$ cat src/rtl/spi_stream_ctrl_pkg.sv
// -----------------------------------------------------------------------------
// spi_stream_ctrl_pkg
// Shared definitions for the SPI byte-stream front end: the byte width used on
// every data path and the state encoding of the launch/capture controller.
// -----------------------------------------------------------------------------
package spi_stream_ctrl_pkg;

   localparam int BYTE_W = 8;

   // IDLE    : waiting for a TX byte and a free RX slot
   // WAIT_HI : START issued, waiting for the master to raise BUSY
   // WAIT_LO : transfer in flight, waiting for BUSY to fall
   // GAP     : one dead cycle so the master can deassert CS between bytes
   typedef enum logic [1:0] {
      ST_IDLE    = 2'd0,
      ST_WAIT_HI = 2'd1,
      ST_WAIT_LO = 2'd2,
      ST_GAP     = 2'd3
   } state_t;

endpackage : spi_stream_ctrl_pkg

$ cat src/rtl/sync_fifo_m.sv
// -----------------------------------------------------------------------------
// sync_fifo_m
// Single-clock byte FIFO with first-word fall-through head and occupancy count.
//
// Ports:
//   i_clk    : clock
//   i_rst    : asynchronous, active-high reset (empties the FIFO)
//   i_wr     : push i_wdata; ignored when full
//   i_wdata  : byte to push
//   i_rd     : pop the head; ignored when empty
//   o_rdata  : current head (valid when o_empty = 0)
//   o_empty  : FIFO empty
//   o_level  : number of stored entries, 0..DEPTH
// Fullness is o_level == DEPTH; callers decode it from the level.
// -----------------------------------------------------------------------------
module sync_fifo_m
   import spi_stream_ctrl_pkg::*;
#(
   parameter int DEPTH = 8,
   parameter int AW    = 3
)(
   input  logic              i_clk,
   input  logic              i_rst,
   input  logic              i_wr,
   input  logic [BYTE_W-1:0] i_wdata,
   input  logic              i_rd,
   output logic [BYTE_W-1:0] o_rdata,
   output logic              o_empty,
   output logic [AW:0]       o_level
);

   localparam logic [AW:0] L_DEPTH = (AW+1)'(DEPTH);

   logic [BYTE_W-1:0] r_mem [DEPTH];
   logic [AW-1:0]     r_wr_ptr;
   logic [AW-1:0]     r_rd_ptr;
   logic [AW:0]       r_count;

   logic              w_full;
   logic              w_do_wr;
   logic              w_do_rd;

   assign w_full  = (r_count == L_DEPTH);
   assign o_empty = (r_count == '0);
   assign o_level = r_count;
   assign o_rdata = r_mem[r_rd_ptr];

   // Gating each side on its own flag gives the corner cases for free:
   // empty+rd+wr accepts only the write, full+rd+wr accepts only the read.
   assign w_do_wr = i_wr & ~w_full;
   assign w_do_rd = i_rd & ~o_empty;

   // NOTE: storage has no reset; the pointers and count define validity, and
   // leaving the array out of reset lets it map onto plain RAM/flops.
   always_ff @(posedge i_clk) begin
      if (w_do_wr) begin
         r_mem[r_wr_ptr] <= i_wdata;
      end
   end

   // NOTE: sequential state is always assigned with <= so every register
   // samples pre-edge values regardless of statement order.
   always_ff @(posedge i_clk or posedge i_rst) begin
      if (i_rst) begin
         r_wr_ptr <= '0;
         r_rd_ptr <= '0;
         r_count  <= '0;
      end else begin
         // Pointers are AW bits wide, so DEPTH being a power of two makes
         // the increment wrap modulo DEPTH.
         if (w_do_wr) r_wr_ptr <= r_wr_ptr + 1'b1;
         if (w_do_rd) r_rd_ptr <= r_rd_ptr + 1'b1;
         case ({w_do_wr, w_do_rd})
            2'b10:   r_count <= r_count + 1'b1;
            2'b01:   r_count <= r_count - 1'b1;
            default: r_count <= r_count;
         endcase
      end
   end

endmodule : sync_fifo_m

$ cat src/rtl/spi_stream_ctrl.sv
// -----------------------------------------------------------------------------
// spi_stream_ctrl
// Byte-stream front end for spi_master_m. Host bytes are queued in a TX FIFO
// and launched one per SPI transfer (one-cycle START, DOUT held until the next
// launch); the master's DIN is captured when BUSY falls and queued in an RX
// FIFO. A launch only happens when RX has a free slot, so RX never overflows.
//
// Ports:
//   i_clk       : system clock, shared with spi_master_m
//   i_rst       : asynchronous, active-high reset
//   i_tx_data   : byte to transmit
//   i_tx_wr     : push i_tx_data (ignored when o_tx_full)
//   o_tx_full   : TX FIFO full
//   o_tx_level  : TX FIFO occupancy
//   o_rx_data   : RX FIFO head, first-word fall-through
//   i_rx_rd     : pop RX head (ignored when o_rx_empty)
//   o_rx_empty  : RX FIFO empty
//   o_tx_drop   : one-cycle pulse for a TX write rejected because full
//   o_m_start   : START to spi_master_m
//   i_m_busy    : BUSY from spi_master_m
//   o_m_dout    : DOUT to spi_master_m
//   i_m_din     : DIN from spi_master_m
// -----------------------------------------------------------------------------
module spi_stream_ctrl
   import spi_stream_ctrl_pkg::*;
#(
   parameter int DEPTH = 8,
   parameter int AW    = 3
)(
   input  logic              i_clk,
   input  logic              i_rst,
   input  logic [BYTE_W-1:0] i_tx_data,
   input  logic              i_tx_wr,
   output logic              o_tx_full,
   output logic [AW:0]       o_tx_level,
   output logic [BYTE_W-1:0] o_rx_data,
   input  logic              i_rx_rd,
   output logic              o_rx_empty,
   output logic              o_tx_drop,
   output logic              o_m_start,
   input  logic              i_m_busy,
   output logic [BYTE_W-1:0] o_m_dout,
   input  logic [BYTE_W-1:0] i_m_din
);

   localparam logic [AW:0] L_DEPTH = (AW+1)'(DEPTH);

   state_t            r_state;
   logic              r_m_start;
   logic [BYTE_W-1:0] r_m_dout;
   logic              r_tx_drop;

   logic [BYTE_W-1:0] w_tx_head;
   logic              w_tx_empty;
   logic [AW:0]       w_tx_level;
   logic              w_rx_empty;
   logic [AW:0]       w_rx_level;
   logic              w_launch;
   logic              w_rx_push;

   // Launch pops the TX head in the same cycle START is registered, so the
   // byte on o_m_dout and the FIFO pop stay in lockstep.
   assign w_launch  = (r_state == ST_IDLE) & ~w_tx_empty & (w_rx_level != L_DEPTH);

   // DIN is pushed on the same edge that first samples BUSY low.
   assign w_rx_push = (r_state == ST_WAIT_LO) & ~i_m_busy;

   sync_fifo_m #(
      .DEPTH (DEPTH),
      .AW    (AW)
   ) u_tx_fifo (
      .i_clk   (i_clk),
      .i_rst   (i_rst),
      .i_wr    (i_tx_wr),
      .i_wdata (i_tx_data),
      .i_rd    (w_launch),
      .o_rdata (w_tx_head),
      .o_empty (w_tx_empty),
      .o_level (w_tx_level)
   );

   sync_fifo_m #(
      .DEPTH (DEPTH),
      .AW    (AW)
   ) u_rx_fifo (
      .i_clk   (i_clk),
      .i_rst   (i_rst),
      .i_wr    (w_rx_push),
      .i_wdata (i_m_din),
      .i_rd    (i_rx_rd),
      .o_rdata (o_rx_data),
      .o_empty (w_rx_empty),
      .o_level (w_rx_level)
   );

   assign o_tx_full  = (w_tx_level == L_DEPTH);
   assign o_tx_level = w_tx_level;
   assign o_rx_empty = w_rx_empty;
   assign o_m_start  = r_m_start;
   assign o_m_dout   = r_m_dout;
   assign o_tx_drop  = r_tx_drop;

   always_ff @(posedge i_clk or posedge i_rst) begin
      if (i_rst) begin
         r_tx_drop <= 1'b0;
      end else begin
         // A write presented while full is rejected, even if the controller
         // pops in the same cycle.
         r_tx_drop <= i_tx_wr & o_tx_full;
      end
   end

   // Reset returns to IDLE from any state; an abandoned transfer's DIN is
   // never captured because only WAIT_LO pushes into RX.
   always_ff @(posedge i_clk or posedge i_rst) begin
      if (i_rst) begin
         r_state   <= ST_IDLE;
         r_m_start <= 1'b0;
         r_m_dout  <= '0;
      end else begin
         r_m_start <= 1'b0;
         case (r_state)
            ST_IDLE: begin
               if (w_launch) begin
                  r_m_dout  <= w_tx_head;
                  r_m_start <= 1'b1;
                  r_state   <= ST_WAIT_HI;
               end
            end
            ST_WAIT_HI: begin
               if (i_m_busy) r_state <= ST_WAIT_LO;
            end
            ST_WAIT_LO: begin
               if (!i_m_busy) r_state <= ST_GAP;
            end
            ST_GAP: begin
               r_state <= ST_IDLE;
            end
            default: begin
               r_state <= ST_IDLE;
            end
         endcase
      end
   end

endmodule : spi_stream_ctrl

$ cat config.mk
export PLATFORM = sky130hd
export DESIGN_NAME = spi_stream_ctrl
export DESIGN_NICKNAME = d
export VERILOG_FILES = /design/src/rtl/spi_stream_ctrl_pkg.sv /design/src/rtl/sync_fifo_m.sv /design/src/rtl/spi_stream_ctrl.sv
export SDC_FILE = /design/constraint.sdc
export NUM_CORES = 1
export LEC_CHECK = 0
export ABC_AREA = 1
export CAP_MARGIN = 20
export CORE_ASPECT_RATIO = 0.5
export CORE_MARGIN = 2
export CORE_UTILIZATION = 55
export DETAILED_ROUTE_END_ITERATION = 16
export PLACE_DENSITY_LB_ADDON = 0.2
export SETUP_SLACK_MARGIN = 0.02
export SYNTH_ARGS = -nofsm -noshare
export SYNTH_HDL_FRONTEND = slang
export SYNTH_SLANG_ARGS = --single-unit
$ cat constraint.sdc
create_clock -name i_clk -period 3.5 [get_ports i_clk]
set_input_delay 0.875 -clock i_clk [delete_from_list [all_inputs] [get_ports i_clk]]
set_output_delay 0.875 -clock i_clk [all_outputs]
set_load 0.005 [all_outputs]
==> out/metrics.yaml <==
p_per_area_nw_per_um2: 861
routed_wl_um: 13300
synth_compound_area_share_pct: 6.64
swShare_pct: 35.9
worstSetupPathType: "flip-flop to output port"
finalNonFillerCells: 838
dp_cells: 807
cts_tree: "built"
cts_hold_buf: 0
syn-cell-area_um2: 6820
numClockSinks: 160
switchingPower_mw: 2.46
r2r_slack_ns: 1.25
viasPerCell: 5.25
hold_viol: 0
rows: 28
end_kind: "output port"
synth_top_family_by_area: "simple AND/OR/NAND/NOR gates"
path_cells: "inv_2 -> o21ai_0 -> o21ai_0 -> nand2_1 -> nand2_1 -> clkdlybuf4s50_1"
area_growth_pct: 16.8
power.internal_mw: 4.40
outcome: "complete, no violations"
core_area_um2: 11900
grt_antenna_before_repair: 0
grt_pass1_wl_um: 21300
cpMaxStageDelayCell: "clkdlybuf4s50_1"
vias: 4397
path_clk_slew_ns: 0.06
io_pins: 45
period_share_pct: 87.5
cts_resized: 0
synth_fa_ha_area_share_pct: 2.68
hp-start: "o_m_dout[2]"
drive_gt1_share_pct: 10.1
cp.arrival_ns: 2.19
cts_made_buffers: 17
cp_slowest_stage_delay_ns: 0.50
postCtsSetupBuffers: 0
dieArea_um2: 13400
synthCells: 600
max-cap-violations: 0
r2r_cells: 12
grt.overflow.total: 0
synth_xor_area_share_pct: 1.54
ant_nets: 0
regToRegStartpoint: "r_state[0]"
maxSlewViolCount: 0
layout_common_cells: "nor2_1 (134), edfxtp_1 (128), nand2_1 (92), o21ai_0 (61), clkdlybuf4s50_1 (44)"
ys_types: 28
start_util_pct: 57.1
relSlewSlack_pct: 45.4
dieWidth_um: 161
routedWlPerCell_um: 15.8
timing.rr.end: "u_tx_fifo.o_level[2]"
drc: 0
drtIter0Drc: 342
pre_cts_ws_ns: 0.708
clkLatencyLatePin_ns: 0.41
fin_hold_ws_ns: 0.480
leakage_nw: 3.09
synth-simple-area-share_pct: 15.9
clockPowerShare_pct: 25.4
setup_ws_ns: 0.438
setup_tns_ns: 0
port_buffers: 44
drtPass1Iterations: 5
grt.total_usage_pct: 21.5
muxShareOfSynthArea_pct: 0.147
hold_class: "flip-flop to flip-flop"
htree_levels: 4
hpwl_um: 8210
nets: 696
cts_root_buf: "clkbuf_16"
pwr-share-comb_pct: 35.6
skew_ns: 0.00748
setup_viol: 0
cp_max_fo: 33
die_h_um: 82.7
final_common_cell: "nor2_1"
hold_path_depth: 2
tightest_slew_ns: 0.816
min_period_ns: 3.06
synth_seq_cells: 160
rsz0062_at_grt: "no"
crit_required_ns: 2.62
syn-mean-instance-area_um2: 11.4
fmax_ghz: 0.327
grt_pass1_vias: 4234
grt_max_degree: 34
worst-path-buf-inv: 2
yosysSeqAreaShare_pct: 68.1
vdd_drop_max_uv: 399
start_kind: "flip-flop"
diodes: 0
seqPwrFrac_pct: 39.0
hold_path_end: "o_m_dout[2]"
crit_family: "buffers and inverters"
synth_nets: 635
ys_warn_count: 0
clockBufferDepth: 2
gp_congestion: 0.769
==> worst max path at each step <==
| stage | from | end | depth (start not counted) |
|---|---|---|---|
| 3_3_place_gp | i_m_busy | u_rx_fifo.r_mem[4][0] | 5 |
| 2_1_floorplan | i_m_busy | u_rx_fifo.o_level[3] | 10 |
| 5_1_grt | u_rx_fifo.r_rd_ptr[0] | o_rx_data[7] | 6 |
| 4_1_cts | u_rx_fifo.r_rd_ptr[0] | o_rx_data[7] | 6 |
| 6_report | u_rx_fifo.r_rd_ptr[0] | o_rx_data[7] | 6 |
| 3_5_place_dp | i_m_busy | u_rx_fifo.r_mem[4][1] | 5 |
==> metal layers <==
| metal | routed length, um | vias up | global-route usage (%) |
|---|---|---|---|
| met5 | 0 | - | 0 |
| met4 | 103 | 0 | 5.54 |
| met2 | 6290 | 133 | 35.2 |
| li1 | - | 2156 | - |
| met1 | 6180 | 2096 | 29.1 |
| met3 | 693 | 12 | 5.84 |
==> layout make-up <==
| cell class | count | area (um^2) |
|---|---|---|
| repair buffers | 65 | 598 |
| flip-flops and latches | 160 | 4640 |
| inverters | 33 | 126 |
| multi-input cells | 384 | 1830 |
| fillers | 879 | 3980 |
| well taps | 165 | 206 |
| clock inverters | 14 | 131 |
| clock buffers | 17 | 425 |
==> per-stage QoR <==
step / util [%] / power (mW) / instance area [um^2]
after floorplan: - / 4.43 / 6820
after global placement: 62.0 / 5.08 / 7410
after detailed placement: 62.0 / 5.15 / 7410
after CTS: 66.7 / 6.89 / 7970
after global routing: 66.7 / 7.36 / 7970
final: 66.7 / 6.86 / 7970
==> power by group through the flow <==
stage          clock (mW)  sequential, mW  combinational [mW]
3_3_place_gp            0            2.70                2.38
4_1_cts              1.76            2.67                2.46
2_1_floorplan           0            2.60                1.83
3_5_place_dp            0            2.71                2.44
6_report             1.74            2.68                2.44
5_1_grt              1.86            2.72                2.79
==> tightest hold or removal path, delay by kind of cell, from the launching register on <==
family	cells	cell delay (ns)
flops	1	0.34
simple gates	2	0.10
==> cell usage after synthesis (all sizes together) <==
library cell,instances,area [um^2]
nand3,34,180
nand2,94,358
clkinv,2,7.51
clkbuf,3,20.0
xnor2,4,35.0
fa,1,20.0
ha,13,163
xor2,8,70.1
mux2i,1,10.0
dfrtp,32,801
inv,31,119
edfxtp,128,3840
or2,3,23.8
o21ai,88,448
nor2,137,522
buf,20,193
a21oi,1,5.00
==> sequential cells by signal (all words and copies together), names as in the netlist, 2 cells and up <==
register / cells
u_tx_fifo.r_mem: 64
u_tx_fifo.r_wr_ptr: 3
u_rx_fifo.r_wr_ptr: 3
o_m_dout: 8
r_state: 2
u_tx_fifo.o_level: 4
u_rx_fifo.r_mem: 64
u_tx_fifo.r_rd_ptr: 3
u_rx_fifo.o_level: 4
u_rx_fifo.r_rd_ptr: 3
==> cells by family (layout without fill, tap and decap cells) <==
logic type / count (synthesis) / count (layout)
adders and majority gates: 14 / 14
buffers and inverters: 56 / 129
and+or+nand+nor: 268 / 268
DFF: 160 / 160
AOI/OAI and AO/OA: 89 / 89
muxes: 1 / 1
xor gates and xnor gates: 12 / 12
Power figures use the tool's default switching activity.
